[config.mk]
export PLATFORM = sky130hd
export DESIGN_NAME = max_pool_reducer
export DESIGN_NICKNAME = d
export VERILOG_FILES = /design/src/rtl/max_pool_reducer.sv
export SDC_FILE = /design/constraint.sdc
export NUM_CORES = 1
export LEC_CHECK = 0
export ABC_CLOCK_PERIOD_IN_PS = 3840
export CORE_UTILIZATION = 55
export CTS_BUF_LIST = sky130_fd_sc_hd__clkbuf_4
export CTS_CLUSTER_SIZE = 16
export DETAILED_ROUTE_END_ITERATION = 6
export PLACE_DENSITY = 0.82
export SETUP_SLACK_MARGIN = 0.02
export SLEW_MARGIN = 15
export SYNTH_ARGS = -nofsm -noshare
export SYNTH_HDL_FRONTEND = slang
export SYNTH_SLANG_ARGS = --single-unit
[constraint.sdc]
create_clock -name clk -period 3.84 [get_ports clk]
set_input_delay 0.384 -clock clk [delete_from_list [all_inputs] [get_ports clk]]
set_output_delay 0.384 -clock clk [all_outputs]
set_load 0.01 [all_outputs]
[src/rtl/max_pool_reducer.sv]
// max_pool_reducer: reduces each window of WINDOW IEEE-754 single-precision
// samples to its maximum and the position of that maximum within the window.
// The result is held under valid/ready handshake until downstream takes it.
module max_pool_reducer #(
    parameter int WINDOW    = 4,
    parameter int IDX_WIDTH = 2,
    localparam int DATA_WIDTH = 32
) (
    input  logic                  clk,
    input  logic                  rst,
    input  logic                  in_valid,
    output logic                  in_ready,
    input  logic [DATA_WIDTH-1:0] in_data,
    output logic                  out_valid,
    input  logic                  out_ready,
    output logic [DATA_WIDTH-1:0] out_data,
    output logic [IDX_WIDTH-1:0]  out_index
);

    // Counter must be able to hold the value WINDOW itself.
    localparam int CNT_W = $clog2(WINDOW + 1);

    typedef enum logic [1:0] {
        S_EMPTY = 2'd0,
        S_ACCUM = 2'd1,
        S_DONE  = 2'd2
    } state_t;

    state_t                state_q, state_d;
    logic [CNT_W-1:0]      count_q, count_d;
    logic [DATA_WIDTH-1:0] max_q, max_d;
    logic [IDX_WIDTH-1:0]  idx_q, idx_d;
    logic [DATA_WIDTH-1:0] res_data_q, res_data_d;
    logic [IDX_WIDTH-1:0]  res_idx_q, res_idx_d;
    logic                  take;

    // Strict a > b under sign-magnitude ordering. +0 and -0 are equal; all
    // other patterns (denormals, Inf, NaN) are ordered purely by their bits.
    function automatic logic fp_gt(input logic [DATA_WIDTH-1:0] a,
                                   input logic [DATA_WIDTH-1:0] b);
        logic a_zero;
        logic b_zero;
        logic result;
        a_zero = (a[30:0] == 31'd0);
        b_zero = (b[30:0] == 31'd0);
        if (a_zero && b_zero) begin
            result = 1'b0;
        end else if (a[31] != b[31]) begin
            // Differing signs: a wins exactly when b is the negative one.
            result = b[31];
        end else if (a[31] == 1'b0) begin
            result = (a[30:0] > b[30:0]);
        end else begin
            result = (a[30:0] < b[30:0]);
        end
        return result;
    endfunction

    // The result registers are separate from the running max so out_data
    // only changes when a window completes, not while one accumulates.
    assign in_ready  = (state_q != S_DONE);
    assign out_valid = (state_q == S_DONE);
    assign out_data  = res_data_q;
    assign out_index = res_idx_q;

    assign take = in_valid && (state_q != S_DONE);

    // Next-state, running-max update and result capture.
    always_comb begin
        state_d    = state_q;
        count_d    = count_q;
        max_d      = max_q;
        idx_d      = idx_q;
        res_data_d = res_data_q;
        res_idx_d  = res_idx_q;
        case (state_q)
            S_EMPTY: begin
                if (take) begin
                    max_d   = in_data;
                    idx_d   = '0;
                    count_d = CNT_W'(1);
                    if (WINDOW == 1) begin
                        res_data_d = in_data;
                        res_idx_d  = '0;
                        state_d    = S_DONE;
                    end else begin
                        state_d = S_ACCUM;
                    end
                end
            end
            S_ACCUM: begin
                if (take) begin
                    // Ties keep the earlier sample: replace only on strictly greater.
                    if (fp_gt(in_data, max_q)) begin
                        max_d = in_data;
                        idx_d = IDX_WIDTH'(count_q);
                    end
                    count_d = count_q + CNT_W'(1);
                    if (count_d == CNT_W'(WINDOW)) begin
                        res_data_d = max_d;
                        res_idx_d  = idx_d;
                        state_d    = S_DONE;
                    end
                end
            end
            S_DONE: begin
                if (out_ready) begin
                    count_d = '0;
                    state_d = S_EMPTY;
                end
            end
            default: begin
                state_d = S_EMPTY;
            end
        endcase
    end

    // State and datapath registers; reset discards any partial window or held result.
    always_ff @(posedge clk) begin
        if (rst) begin
            state_q    <= S_EMPTY;
            count_q    <= '0;
            max_q      <= '0;
            idx_q      <= '0;
            res_data_q <= '0;
            res_idx_q  <= '0;
        end else begin
            state_q    <= state_d;
            count_q    <= count_d;
            max_q      <= max_d;
            idx_q      <= idx_d;
            res_data_q <= res_data_d;
            res_idx_q  <= res_idx_d;
        end
    end

endmodule

==> results of run 1 <==
[sequential cells by signal, indices dropped and copies added (netlist names)]
register and flops:
out_index 2, count_q 3, idx_q 2, out_data 32, state_q 2, max_q 32
[worst reg2reg max path: stages (launching register included)]
cell and delay [ps]:
dfxtp_1 400, inv_1 90, ha_1 340, and4_1 230
a21o_1 170, a221o_1 290, o21a_1 220, a2111oi_4 550
o21a_1 250, buf_12 230, mux2i_1 240
[cells in the final DEF, fill, tap and decap left out, types with 6 or more instances in the layout]
master | netlist | routed
nor4_1 | 15 | 15
o21ai_0 | 6 | 6
clkdlybuf4s50_1 | 0 | 71
nand4_1 | 7 | 7
a21oi_1 | 20 | 20
buf_4 | 0 | 7
ha_1 | 38 | 38
o221a_1 | 30 | 30
clkbuf_4 | 0 | 11
nand2_1 | 75 | 75
nand3_1 | 7 | 7
nor2_1 | 76 | 76
dfxtp_1 | 73 | 73
nor3_1 | 6 | 6
inv_1 | 40 | 40
mux2i_1 | 31 | 31
[metal layers]
metal / vias up / global-route usage [%] / wire [µm]
met5: - / 0 / 0
met4: 0 / 9.14 / 205
met3: 21 / 4.40 / 525
met2: 126 / 42.5 / 4770
met1: 1812 / 34.5 / 4830
li1: 1891 / - / -
[power groups by stage]
stage          clock [µW]  sequential, µW  combinational, µW
2_1_floorplan           0             865                345
3_3_place_gp            0             881                430
3_5_place_dp            0             884                448
4_1_cts               472             866                453
5_1_grt               513             875                506
6_report              469             868                457
[cell type report]
| class | count | area (µm²) |
|---|---|---|
| multi-input combinational | 356 | 2460 |
| fill | 572 | 2240 |
| sequential | 73 | 1460 |
| timing repair buffer | 80 | 803 |
| inverter | 41 | 154 |
| tap | 99 | 124 |
| clock buffer | 11 | 82.6 |
| clock inverter | 5 | 46.3 |
[worst paths after layout]
| kind | startpoint | to | slack (ps) | depth (start not counted) |
|---|---|---|---|---|
| setup / recovery | in_data[29] | max_q[15]$_SDFFE_PP0P_ | 730 | 10 |
| hold reg to reg | out_data[31]$_SDFFE_PP0P_ | out_data[31]$_SDFFE_PP0P_ | 470 | 2 |
| hold / removal | out_data[31]$_SDFFE_PP0P_ | out_data[31]$_SDFFE_PP0P_ | 470 | 2 |
| setup reg to reg | max_q[29]$_SDFFE_PP0P_ | max_q[15]$_SDFFE_PP0P_ | 750 | 10 |
[kinds of logic after synthesis]
group,count (synthesis),share of synthesized area [%]
compound gates,86,17.7
xor+xnor,1,0.205
fa+ha+maj,38,11.1
buf+inv,67,8.26
flops,73,34.2
mux,31,7.27
simple gates,200,21.2
[through the flow]
stage / setup slack [ps] / std cells / total power, µW / utilization (%)
floorplan: 1150 / 496 / 1210 / -
global placement: 471 / 649 / 1310 / 67.8
detailed placement: 353 / 649 / 1330 / 67.8
CTS: 779 / 665 / 1790 / 69.6
global route: 573 / 665 / 1890 / 69.6
finish: 728 / 665 / 1790 / 69.6
==> flow_summary.ini, run 1 <==
[critical_path]
crit_family = compound AO/OA/AOI/OAI gates
cp_common_cell = o21a_1
critPathBufInv = 2
critPathKind = input port to flop
cpMaxStageDelayCell = a2111oi_4
startpoint_type = input port
path_cells = clkdlybuf4s50_1, ha_1, and4_1, a21o_1, a221o_1, o21a_1, a2111oi_4, o21a_1, buf_12, mux2i_1
worstSetupEndpointType = flop
crit_arrival_ps = 3440
worstPathMaxFanout = 27
slowest_delay_ps = 550
cp.required_ps = 4170

[synthesis]
ys_ff_latch = 73
synth-edff-count = 0
synthTopCellsByCount = nor2_1, nand2_1, dfxtp_1
yosys_warnings = 0
syn-cell-area_um2 = 4270
synth_top_area_share_pct = 34.2
ys_top_cells_by_area = dfxtp_1, ha_1, o221a_1
ys.flop_type = dfxtp_1
synthCells = 496
avgSynthCellArea_um2 = 8.61
yosysTopAreaCell = dfxtp_1
synthesis.nets = 570
yosys.cell_count.top_type = nor2_1
yosysSeqAreaShare_pct = 34.2
synth.distinct_cells = 48
synthArstFlopShare_pct = 0

[cts]
cts_resized = 0
cts_buffer_depth = 2
hold_buffers = 0
cts_setup_buffers = 0
cts_root_buf = clkbuf_4
cts_buffers = 9
clock-sinks = 73
clk_latency_ps = 410
cts_tree = done
path_clk_slew_ps = 100
htree_levels = 3

[floorplan]
die_height_um = 90.1
chipWidth_um = 90.1
rows = 31
dieArea_um2 = 8120
coreArea_um2 = 7370
start_util_pct = 57.9
boundaryPins = 72

[sta]
rsz0062_at_grt = no
max_freq_mhz = 321
finalMaxSlewViolations = 0
final-hold-violation-count = 0
slew_headroom_pct = 36.0
fin_tns_setup_ps = 0
setup_viol = 0
worst_pin_slew_ps = 960
finClkSkew_ps = 14.9
min_period_ps = 3110
hold_slack_ps = 474
finalCritPeriodShare_pct = 81.0

[power]
switchingPower_uw = 576
clockPowerShare_pct = 26.2
p_leak_uw = 0.00206
power_frac_seq_pct = 48.4
power_density_nw_per_um2 = 350
sw_frac_of_total_pct = 32.1
ir_drop_v = 0.000189
p_int_uw = 1220
combPwrFrac_pct = 25.5

[final_layout]
final_area_um2 = 5130
antenna_cells = 0
fin_nets = 635
area_growth_syn_to_layout_pct = 20.1
final_layout_size_suffix_gt1_share_pct = 5.83

[route]
drt_iter0_drc = 199
post_drt_wl_per_cell_um = 15.5
remaining_drc_errors = 0
ant_nets = 0
via_per_inst = 5.79
vias = 3850
wirelength_um = 10300
drt_pass1_iterations = 4

[global_route]
antenna_found_initial = 0
grt_first_pass_wirelength_um = 17400
grt_max_degree = 63
overflow = 0
first_global_vias = 3581
grt_usage_pct = 26.0

[place]
gp_congestion = 0.842
dpl_cell_area_um2 = 5000
portBuffers = 71
hpwlAfterDp_um = 7540

[job]
maxCapViolations = 0

[hold_path]
min_path_type = flop to flop

[status]
status = finished, final reports clean
Note: power is estimated with default switching activity, not from simulation.
==> inputs of run 2 (changes only) <==
--- a/config.mk
+++ b/config.mk
@@ -5,12 +5,12 @@
 export SDC_FILE = /design/constraint.sdc
 export NUM_CORES = 1
 export LEC_CHECK = 0
-export ABC_CLOCK_PERIOD_IN_PS = 3840
-export CORE_UTILIZATION = 55
+export ABC_CLOCK_PERIOD_IN_PS = 2600
+export CORE_UTILIZATION = 50
 export CTS_BUF_LIST = sky130_fd_sc_hd__clkbuf_4
 export CTS_CLUSTER_SIZE = 16
 export DETAILED_ROUTE_END_ITERATION = 6
-export PLACE_DENSITY = 0.82
+export PLACE_DENSITY = 0.79
 export SETUP_SLACK_MARGIN = 0.02
 export SLEW_MARGIN = 15
 export SYNTH_ARGS = -nofsm -noshare
==> constraint.sdc (replaced) <==
create_clock -name clk -period 2.6 [get_ports clk]
set_input_delay 0.26 -clock clk [delete_from_list [all_inputs] [get_ports clk]]
set_output_delay 0.26 -clock clk [all_outputs]
set_load 0.01 [all_outputs]
==> flow_summary.ini, run 2 (synthesis gave the netlist of run 1 again) <==
[route]
ant_nets = 0
met2_length_um = 7200
wirelength_um = 15100
drt-met1-wl_um = 5800
vias = 4649
remaining_drc_errors = 0
drt_pass1_iterations = 7
via_per_inst = 6.03
drt_iter0_drc = 330
post_drt_wl_per_cell_um = 19.6
wl_met3_um = 1250
top_layer = met4

[critical_path]
timing.rr.end = max_q[12]$_SDFFE_PP0P_
critPathKind = flop to flop
path_cells = inv_1, ha_4, nand4_4, buf_4, nor2_2, o31ai_4, a21o_1, a2111oi_4, o21a_4, buf_6, buf_12, mux2i_1
cpMaxStageDelayCell = dfxtp_2
worstSetupEndpointType = flop
reg2reg_from = max_q[14]$_SDFFE_PP0P_
startpoint_type = flop
rrSetupSlack_ps = -200
cp.required_ps = 2970
worstPathMaxFanout = 7
slowest_delay_ps = 390
r2r.worst_path.cells = 12
crit_arrival_ps = 3160

[sta]
max_freq_mhz = 358
slew_headroom_pct = 65.6
finalCritPeriodShare_pct = 108
finalMaxSlewViolations = 0
setup_viol = 64
finClkSkew_ps = 12.8
rsz0062_at_grt = yes
min_period_ps = 2800
final-hold-violation-count = 0
layout_setup_ws_ps = -196
worst_pin_slew_ps = 511

[floorplan]
rows = 33
die_height_um = 94.4
chipWidth_um = 94.4
coreArea_um2 = 8260
boundaryPins = 72
dieArea_um2 = 8910
start_util_pct = 51.7

[global_route]
antenna_found_initial = 0
first_global_vias = 4418
grt_first_pass_wirelength_um = 21700
overflow = 0
grt_usage_pct = 32.1
grt_max_degree = 43

[hold_path]
hp-start = in_data[30]
min_path_type = input port to flop
min_path_cells = 4
hold_path_end = max_q[30]$_SDFFE_PP0P_

[power]
sw_frac_of_total_pct = 33.6
clockPowerShare_pct = 25.0
combPwrFrac_pct = 37.3
switchingPower_uw = 1130
p_int_uw = 2220
ir_drop_v = 0.000317
power_frac_seq_pct = 37.7
power_density_nw_per_um2 = 518
p_leak_uw = 0.00266

[final_layout]
final_area_um2 = 6470
stdcell_count = 771
final_layout_size_suffix_gt1_share_pct = 29.7
antenna_cells = 0
fin_nets = 735
n_fill_cell = 517
finish.utilization_pct = 78.3
final_cell_mix = buf_4, nor2_1, nand2_1, clkdlybuf4s50_1, dfxtp_1
final_common_cell = buf_4
area_growth_syn_to_layout_pct = 51.5

[cts]
cts_tree = done
cts_root_buf = clkbuf_4
htree_levels = 3
clock-sinks = 73
clk_latency_ps = 450
path_clk_slew_ps = 130
cts_buffers = 9
cts_buffer_depth = 2
hold_buffers = 0

[place]
dpl_cell_area_um2 = 5720
hpwlAfterDp_um = 8960
post-place-cells = 739
portBuffers = 71
gp_congestion = 0.881

[status]
violations = negative setup slack
status = finished, violations left

[job]
maxCapViolations = 0
[run 2: changes by cell type in the layout (fill, tap and decap cells not counted), moves of 6 or more]
cell,delta
buf_4,+85
buf_6,+8
dfxtp_1,-22
dfxtp_2,+22
ha_1,-17
ha_4,+17
inv_1,-6
inv_2,+6
[run 2: worst max-delay path by stage]
| stage | to | startpoint |
|---|---|---|
| finish | max_q[12]$_SDFFE_PP0P_ | max_q[14]$_SDFFE_PP0P_ |
| CTS | out_data[22]$_SDFFE_PP0P_ | max_q[30]$_SDFFE_PP0P_ |
| floorplan | max_q[27]$_SDFFE_PP0P_ | max_q[30]$_SDFFE_PP0P_ |
| global route | max_q[11]$_SDFFE_PP0P_ | max_q[7]$_SDFFE_PP0P_ |
| global placement | out_data[0]$_SDFFE_PP0P_ | in_data[30] |
| detailed placement | max_q[24]$_SDFFE_PP0P_ | in_data[30] |
[run 2: metal layers]
layer | vias to the layer above | GRT usage, %
li1 | 2091 | -
met1 | 2203 | 37.6
met2 | 278 | 54.3
met3 | 77 | 6.44
met4 | 0 | 18.2
met5 | - | 0
[run 2: per-stage QoR]
| stage | TNS (ps) | power, µW | setup WS [ps] | hold slack (ps) |
|---|---|---|---|---|
| 6_report | -8120 | 3350 | -196 | 433 |
| 5_1_grt | -12760 | 3460 | -242 | 463 |
| 3_3_place_gp | -28510 | 2140 | -485 | 455 |
| 3_5_place_dp | -32240 | 2190 | -560 | 456 |
| 2_1_floorplan | 0 | 1810 | 20.6 | 391 |
| 4_1_cts | -1110 | 3210 | -50.4 | 458 |
[run 2: layout make-up]
cell class                      instances  area (µm²)  share of cell area [%]
Clock inverter                          7        95.1                    1.47
Sequential cell                        73        1490                    23.0
Tap cell                              105         131                    2.03
Clock buffer                            9        67.6                    1.04
Multi-Input combinational cell        356        2840                    43.8
Inverter                               41         154                    2.38
Timing Repair Buffer                  180        1700                    26.2
[run 2: worst max-delay path, delay by kind of cell, from the launching register on]
family / cells / cell delay, ps
compound gates: 4 / 980
fa+ha+maj: 1 / 290
buf+inv: 4 / 520
flops: 1 / 390
simple gates: 2 / 290
mux: 1 / 250
[run 2: power groups by stage]
stage,Clock [µW],Sequential [µW],Combinational [µW]
after floorplan,0,1280,529
after global placement,0,1260,881
after detailed placement,0,1270,915
after CTS,821,1250,1130
after global routing,871,1270,1320
final,836,1260,1250
[run 2: what timing repair did]
action / CTS / global route
gates cloned: 3 / 3
endpoints found under the setup margin: 62 / 67
buffers inserted: 8 / 3
resized for setup: 41 / 35
pin swaps: 3 / 15
